<file path="src/rtl/game_timer.sv">
// Countdown game timer: MM:SS held as four BCD digits, decremented once per
// TICK_DIV clock cycles while running, with pause/resume, +10 s bonus and
// restart. On expiry the digits spell "End" in the seven-segment decoder's
// letter codes and timeUp pulses for one cycle.
module game_timer #(
   parameter int TICK_DIV  = 50_000_000,
   parameter int START_MIN = 3,
   parameter int START_SEC = 0
) (
   input  logic       clk,
   input  logic       rst_n,
   input  logic       start,
   input  logic       pause,
   input  logic       restart,
   input  logic       addTime,
   output logic [3:0] digit3,
   output logic [3:0] digit2,
   output logic [3:0] digit1,
   output logic [3:0] digit0,
   output logic       running,
   output logic       expired,
   output logic       timeUp
);

   localparam int PW = (TICK_DIV > 1) ? $clog2(TICK_DIV) : 1;
   localparam logic [PW-1:0] PRESC_MAX = PW'(TICK_DIV - 1);

   // Decoder letter codes used for the "End" message.
   localparam logic [3:0] CODE_E     = 4'd13;
   localparam logic [3:0] CODE_N     = 4'd14;
   localparam logic [3:0] CODE_D     = 4'd12;
   localparam logic [3:0] CODE_BLANK = 4'd15;

   typedef enum logic [1:0] {
      S_IDLE  = 2'd0,
      S_RUN   = 2'd1,
      S_PAUSE = 2'd2,
      S_DONE  = 2'd3
   } state_e;

   typedef struct packed {
      logic [3:0] mt;  // minutes tens, 0..9
      logic [3:0] mo;  // minutes ones, 0..9
      logic [3:0] st;  // seconds tens, 0..5
      logic [3:0] so;  // seconds ones, 0..9
   } bcd_time_t;

   localparam bcd_time_t PRESET = '{
      mt: 4'(START_MIN / 10),
      mo: 4'(START_MIN % 10),
      st: 4'(START_SEC / 10),
      so: 4'(START_SEC % 10)
   };

   localparam bcd_time_t TIME_MAX = '{mt: 4'd9, mo: 4'd9, st: 4'd5, so: 4'd9};

   // One-second BCD decrement with borrow ripple; never called on 00:00.
   function automatic bcd_time_t dec_time(input bcd_time_t t);
      bcd_time_t r;
      r = t;
      if (t.so != 4'd0) begin
         r.so = t.so - 4'd1;
      end else begin
         r.so = 4'd9;
         if (t.st != 4'd0) begin
            r.st = t.st - 4'd1;
         end else begin
            r.st = 4'd5;
            if (t.mo != 4'd0) begin
               r.mo = t.mo - 4'd1;
            end else begin
               r.mo = 4'd9;
               r.mt = t.mt - 4'd1;
            end
         end
      end
      return r;
   endfunction

   // Ten-second BCD increment with carry into minutes, saturating at 99:59.
   function automatic bcd_time_t add10_time(input bcd_time_t t);
      bcd_time_t r;
      r = t;
      if (t.mt == 4'd9 && t.mo == 4'd9 && t.st == 4'd5) begin
         r = TIME_MAX;
      end else if (t.st != 4'd5) begin
         r.st = t.st + 4'd1;
      end else begin
         r.st = 4'd0;
         if (t.mo != 4'd9) begin
            r.mo = t.mo + 4'd1;
         end else begin
            r.mo = 4'd0;
            r.mt = t.mt + 4'd1;
         end
      end
      return r;
   endfunction

   state_e          state_q, state_d;
   bcd_time_t       time_q, time_d;
   bcd_time_t       time_work;
   logic [PW-1:0]   presc_q, presc_d;
   logic            timeup_q, timeup_d;
   logic            tick;
   logic            add_en;
   logic            expire_hit;

   assign tick   = (state_q == S_RUN) && (presc_q == PRESC_MAX);
   assign add_en = addTime && ((state_q == S_RUN) || (state_q == S_PAUSE));

   // Time and prescaler next-state: decrement first, then bonus, so that a
   // coinciding tick and addTime net +9 s with saturation on the sum.
   always_comb begin
      // NOTE: every variable gets a default before any branch so no latch is inferred.
      time_work = time_q;
      time_d    = time_q;
      presc_d   = presc_q;
      if (restart) begin
         time_d  = PRESET;
         presc_d = '0;
      end else begin
         if (tick) begin
            time_work = dec_time(time_work);
         end
         if (add_en) begin
            time_work = add10_time(time_work);
         end
         time_d = time_work;
         if (state_q == S_RUN) begin
            presc_d = tick ? '0 : presc_q + PW'(1);
         end else if (state_q == S_IDLE && start) begin
            presc_d = '0;
         end
      end
   end

   // Expiry is judged on the net result of this cycle's tick and bonus.
   assign expire_hit = tick && (time_d == '0);

   // FSM next-state logic; restart outranks pause, which outranks start.
   always_comb begin
      state_d = state_q;
      if (restart) begin
         state_d = S_IDLE;
      end else begin
         unique case (state_q)
            S_IDLE:  if (start) state_d = S_RUN;
            S_RUN: begin
               if (expire_hit)  state_d = S_DONE;
               else if (pause)  state_d = S_PAUSE;
            end
            S_PAUSE: if (pause || start) state_d = S_RUN;
            S_DONE:  state_d = S_DONE;
            default: state_d = S_IDLE;
         endcase
      end
   end

   // timeUp fires only on the transition into DONE.
   assign timeup_d = (state_d == S_DONE) && (state_q != S_DONE);

   // State, time, prescaler and timeUp registers.
   always_ff @(posedge clk or negedge rst_n) begin
      if (!rst_n) begin
         state_q  <= S_IDLE;
         time_q   <= PRESET;
         presc_q  <= '0;
         timeup_q <= 1'b0;
      end else begin
         // NOTE: non-blocking assignments so every register samples pre-edge values.
         state_q  <= state_d;
         time_q   <= time_d;
         presc_q  <= presc_d;
         timeup_q <= timeup_d;
      end
   end

   // Output decode of registered state: digits, running and expired.
   always_comb begin
      running = (state_q == S_RUN);
      expired = (state_q == S_DONE);
      if (state_q == S_DONE) begin
         digit3 = CODE_E;
         digit2 = CODE_N;
         digit1 = CODE_D;
         digit0 = CODE_BLANK;
      end else begin
         digit3 = time_q.mt;
         digit2 = time_q.mo;
         digit1 = time_q.st;
         digit0 = time_q.so;
      end
   end

   assign timeUp = timeup_q;

endmodule

</file>
<file path="config.mk">
export PLATFORM = sky130hd
export DESIGN_NAME = game_timer
export DESIGN_NICKNAME = d
export VERILOG_FILES = /design/src/rtl/game_timer.sv
export SDC_FILE = /design/constraint.sdc
export NUM_CORES = 1
export LEC_CHECK = 0
export ABC_AREA = 1
export ABC_CLOCK_PERIOD_IN_PS = 3900
export CORE_ASPECT_RATIO = 1.25
export CORE_MARGIN = 2
export CORE_UTILIZATION = 45
export CTS_CLUSTER_SIZE = 40
export DETAILED_ROUTE_END_ITERATION = 7
export SLEW_MARGIN = 20
export SYNTH_ARGS = -nofsm -noshare
export SYNTH_HDL_FRONTEND = slang
export SYNTH_SLANG_ARGS = --single-unit
</file>
<file path="constraint.sdc">
create_clock -name clk -period 3.9 [get_ports clk]
set_input_delay 0.975 -clock clk [delete_from_list [all_inputs] [get_ports clk]]
set_output_delay 0.975 -clock clk [all_outputs]
set_load 0.01 [all_outputs]
</file>
Word level (Yosys, flattened, before mapping)
Index checks and enable logic that the tools add are counted.
{ "totals": {"reg_bits": 45, "input_bits": 6, "out_inout_bits": 19, "wordCells": 71} }
{ "classes": {"addsub": 8, "n_eq_ne": 11, "muxes": 30, "n_reduce_logical": 15} }
{ "op_table": {"columns": ["op", "n"], "rows": [
  ["$mux 26", 4],
  ["$mux 16", 4],
  ["$mux 4", 12],
  ["$add 26x1->26 const B", 1],
  ["$eq 26x26->1 const B", 1],
  ["$mux 12", 2],
  ["$logic_not 16->1", 1],
  ["$mux 8", 2],
  ["$sub 4x1->4 const B", 4],
  ["$add 4x1->4 const B", 3],
  ["$reduce_bool 4->1", 3],
  ["$mux 2", 5],
  ["$eq 4x4->1 const B", 2],
  ["$pmux 2 s4", 1],
  ["$logic_and 1x1->1", 7],
  ["$eq 2x2->1 const B", 3],
  ["$eq 4x3->1 const B", 1],
  ["$ne 4x3->1 const B", 1],
  ["$ne 4x4->1 const B", 1],
  ["$reduce_bool 3->1", 1],
  ["$eq 2x1->1 const B", 1],
  ["$logic_not 2->1", 1],
  ["$logic_or 1x1->1", 2],
  ["$ne 2x2->1 const B", 1]
]} }

Logic depth before layout (Yosys ltp)
{ "depth": {"word_depth": 19, "ltp_mapped": 30, "mapped_depth_nobuf": 29} }

Least setup slack after synthesis
No wires, ideal clock.
{ "synth_timing": {"kind": "reg-to-reg", "startpoint": "reg state_q[1]", "endpoint": "reg timeup_q, in the netlist timeUp", "setup_time_ns": 0.116, "arrival_ns": 2.762, "t_required_ns": 3.784, "setup_slack_ns": 1.022, "path_stages_with_launch": 23, "path_buffers": 2, "period_less_slack_ns": 2.878, "path_cell_list": "dfrtp_1 -> inv_1 -> ha_1 -> buf_2 -> inv_1 -> nor3_2 -> buf_6 -> nand2_1 -> nand2_1 -> ha_1 -> nand2_4 -> nor2_1 -> nand3_1 -> nand2_1 -> nand3b_1 -> a21oi_2 -> nor2_1 -> nand3_1 -> nand2_1 -> nand2_1 -> nand2_1 -> nand3_1 -> nor2_1"} }
{ "synth_rtl": {"columns": ["item", "line_no", "rtl"], "rows": [
  ["from (decl)", "100", "state_e state_q, state_d;"],
  ["from (signal assigned)", "172", "state_q <= state_d;"],
  ["to (signal assigned)", "175", "timeup_q <= timeup_d;"],
  ["to (decl)", "104", "logic timeup_q, timeup_d;"]
]} }

Worst setup path in the final report
{ "layout_timing": {"startpoint": "reg presc_q[8]", "endpoint": "reg timeup_q, in the netlist timeUp"} }
{ "layout_via": {"elab_chain_cells": 17, "elab_cells_between_ends": 29, "classes_between": "add/sub: 3; eq/ne: 7; mux: 13; reduce/logical: 6"} }
{ "layout_lines": {"columns": ["item", "line_no", "rtl"], "rows": [
  ["from (decl)", "103", "logic [PW-1:0] presc_q, presc_d;"],
  ["from (signal assigned)", "174", "presc_q <= presc_d;"],
  ["$eq 26x26->1 (*)", "109", "assign tick = (state_q == S_RUN) && (presc_q == PRESC_MAX);"],
  ["$logic_and 1x1->1 (*)", "109", null],
  ["$mux 16", "123", "if (tick) begin"],
  ["$mux 16", "119", "if (restart) begin"],
  ["$add 4x1->4, or another cell as far along", "91", "r.mo = t.mo + 4'd1;"],
  ["$mux 4 or $logic_and 1x1->1 (tied branches)", "90, 84", null],
  ["$mux 8 or $logic_and 1x1->1 (tied branches)", "86, 84", null],
  ["$mux 12 or $mux 4 (tied branches)", "84", "if (t.mt == 4'd9 && t.mo == 4'd9 && t.st == 4'd5) begin"],
  ["[2 not listed]", null, null],
  ["$logic_not 16->1", "139", "assign expire_hit = tick && (time_d == '0);"],
  ["$logic_and 1x1->1 (*)", "139", null],
  ["$mux 2 (*)", "150", "if (expire_hit) state_d = S_DONE;"],
  ["$pmux 2 s4 (*)", "147", "unique case (state_q)"],
  ["$mux 2 (*)", "144", "if (restart) begin"],
  ["$eq 2x2->1 (*)", "161", "assign timeup_d = (state_d == S_DONE) && (state_q != S_DONE);"],
  ["$logic_and 1x1->1 (*)", "161", null],
  ["net timeup_d", "104", null]
]} }
Mark *: on every way through the listed nets, which the timed path passes. The rest lies on a longest branch. The select of a mux whose other input is x is not followed.
A chain may end at the register's enable or synchronous reset.

==> out/results.txt <==
Pwr per Cell Area: 410 nW/um^2
1st-iter DRT viols: 123
GRT overflow: 0
synth warn: 0
clk slew on worst S/H paths: 0.08 ns
Tcrit/Tclk final: 83.4%
Rows: 37
Die H: 106 um
main flop type after synthesis: dfrtp_1
pre-CTS setup slack: 0.430 ns
Routed met1 length: 3940 um
WL per Instance: 13.9 um
post-CTS setup buffers: 0
CP Class: reg2reg
routed wire length: 9850 um
worst path required time: 4.13 ns
Critical Path Source: presc_q[8]$_DFFE_PN0P_
vias in the first global route: 3717
CP arrival: 3.48 ns
critical path peak fanout: 8
HPWL Detailed: 8060 um
number of flops mapped to enable cells by yosys: 0
met2 routed WL: 5450 um
CP Launch Type: flip-flop
Final Critical Period: 3.25 ns
Syn Area/Cell: 6.46 sq um
top post-synthesis cells by area: dfrtp_1, nand2_1, inv_1, nand3_1, nor2_1
Worst Tran Pin Value: 0.733 ns
via count: 3719
H-tree Lvls: 2
ANT cells: 0
Slew HR: 50.8%
antenna violations before repair: 0
Post-Synthesis Cells: 581
routability cong.: 0.884
top sig layer: met4
Core Area: 8150 sq um
Seq/Total Area, Yosys: 30.0%
syn nets: 603
synthesized flop and latch total: 45
hold_buf cts: 0
Fin. Hold Viols: 0
Slew Viols, Final: 0
share of synthesized registers carrying an async set or reset: 100%
Clock Sink Count: 45
CTS tree: built
leakage: 2.15 nW
Hold Startpoint: presc_q[19]$_DFFE_PN0P_
DRT antenna net count: 0
deepest clock path buffer count: 2
most frequent cells in the layout: nand2_1, inv_1, nor2_1
FF-to-FF Start: presc_q[8]$_DFFE_PN0P_
nets@finish: 632
CTS root buf: clkbuf_8
share of the synthesized area in the top cell type: 28.6%
Setup-failing EPs final: 0
DIE WIDTH: 85.7 um
Clk Latency, worst-skew pair: 0.30 ns
first-pass GRT wire length: 17000 um
area delta synth->final: 11.9%
Overall Power: 1.72 mW
status: finished clean
post-route DRC violation count: 0
DP Area: 4120 sq um
TritonCTS buffer count: 5
most common cell after layout, fill and taps aside: nand2_1
starting density of the core: 46.1%
post-DR vias/cell: 5.25
Synth cell types: 49
share of layout cells above drive strength 1: 9.00%
GRT Resource Usage Total: 23.2%
setup_tns: 0 ns
Final Instance Area: 4200 sq um
VDD IR max: 0.225 mV
Total Die Area: 9100 sq um
drt pass-1 iters: 4
Post-Syn Area: 3760 sq um
cell accounting for the most synthesized area: dfrtp_1
max_cap viols: 0
Port Buf Inserts: 24
largest net degree at the start of global routing: 46
Final WS setup: 0.647 ns
post_cts resized: 0
Ports: 25
Final Skew: 0.00436 ns
RSZ-0062 raised after global routing: no
endpoint class of the critical path: flip-flop
worst min path class: reg2reg
Max Freq: 0.307 GHz
Met3 Wirelength: 191 um
-- layout make-up --
class	count	area, sq um
Fill cell	874	3950
Clock inverter	1	7.51
Multi-Input combinational cell	438	2240
Inverter	88	335
Timing Repair Buffer	32	298
Sequential cell	45	1130
Clock buffer	7	76.3
Tap cell	97	121
-- stage by stage --
stage               cells  utilization (%)  hold WS, ns
floorplan             581                -        0.476
global placement      700             50.5        0.506
detailed placement    700             50.5        0.517
CTS                   708             51.6        0.531
global route          708             51.6        0.581
finish                708             51.6        0.542
-- layer usage --
layer / track usage (%) / vias to the layer above
li1: - / 1905
met1: 25.8 / 1738
met2: 44.9 / 55
met3: 2.17 / 21
met4: 8.05 / 0
met5: 0 / -
-- state kept, by name (all words and copies together) (netlist names) --
signal	flops
state_q	2
timeUp	1
time_q	16
presc_q	26
-- synth_stat cells (2+ instances only) --
library cell,instances
a31oi_1,4
buf_2,3
nand2_2,7
nor2_2,6
a21oi_1,22
ha_1,16
clkinv_1,2
xor2_1,5
clkbuf_1,5
dfrtp_1,43
buf_6,2
nor2_4,2
nor3_1,12
nand3b_1,2
a21oi_2,2
nand3_4,2
dfstp_2,2
inv_1,80
o22ai_1,3
inv_2,5
nand2_4,5
nand3_2,2
nor4_1,4
nand3_1,51
nor2_1,64
o21ai_0,18
nand4_1,6
nand2_1,185
-- power by group --
part	switching, mW	internal [mW]
clock	0.160	0.127
combinational	0.560	0.333
sequential	0.0414	0.504
total	0.761	0.963
-- logic make-up (layout without fill, tap and decap cells) --
group	count (synthesis)	count (layout)	synth area share [%]
multiplexers	1	1	0.266
buffers and inverters	98	128	10.4
XOR/XNOR	6	6	1.40
AO/OA/AOI/OAI	61	61	9.99
flip-flops	45	45	30.0
AND/OR/NAND/NOR	354	354	42.5
adder cells (fa/ha/maj)	16	16	5.33
-- critical path: stages (launching register included) --
cell	delay, ns
dfrtp_1	0.42
nor2_1	0.21
nand2_1	0.08
nor2_1	0.14
nand2_1	0.10
nor3_2	0.30
buf_4	0.25
nand2_1	0.07
nand2_1	0.09
inv_1	0.08
ha_1	0.19
nand3_1	0.09
inv_2	0.05
nand2_4	0.08
nor2_1	0.07
nand2_1	0.06
nand2_1	0.04
nand2_1	0.05
nand2_1	0.05
nand2_1	0.12
nand2_1	0.06
nor2_1	0.10
nand3_1	0.12
nand2_1	0.07
nand2_1	0.06
nand2_1	0.06
nand3_1	0.06
nor2_1	0.10
-- worst paths after layout --
| path | endpoint | slack [ns] | cells after the start |
|---|---|---|---|
| min in group asynchronous | presc_q[4]$_DFFE_PN0P_ | 0.67 | 1 |
| max in group asynchronous | time_q[7]$_DFF_PN0_ | 2.84 | 1 |
| worst min-delay path | presc_q[19]$_DFFE_PN0P_ | 0.54 | 1 |
| worst min register to register | presc_q[19]$_DFFE_PN0P_ | 0.54 | 1 |
| worst max register to register | timeUp$_DFF_PN0_ | 0.65 | 27 |
| worst max-delay path | timeUp$_DFF_PN0_ | 0.65 | 27 |
Power figures use the tool's default switching activity.
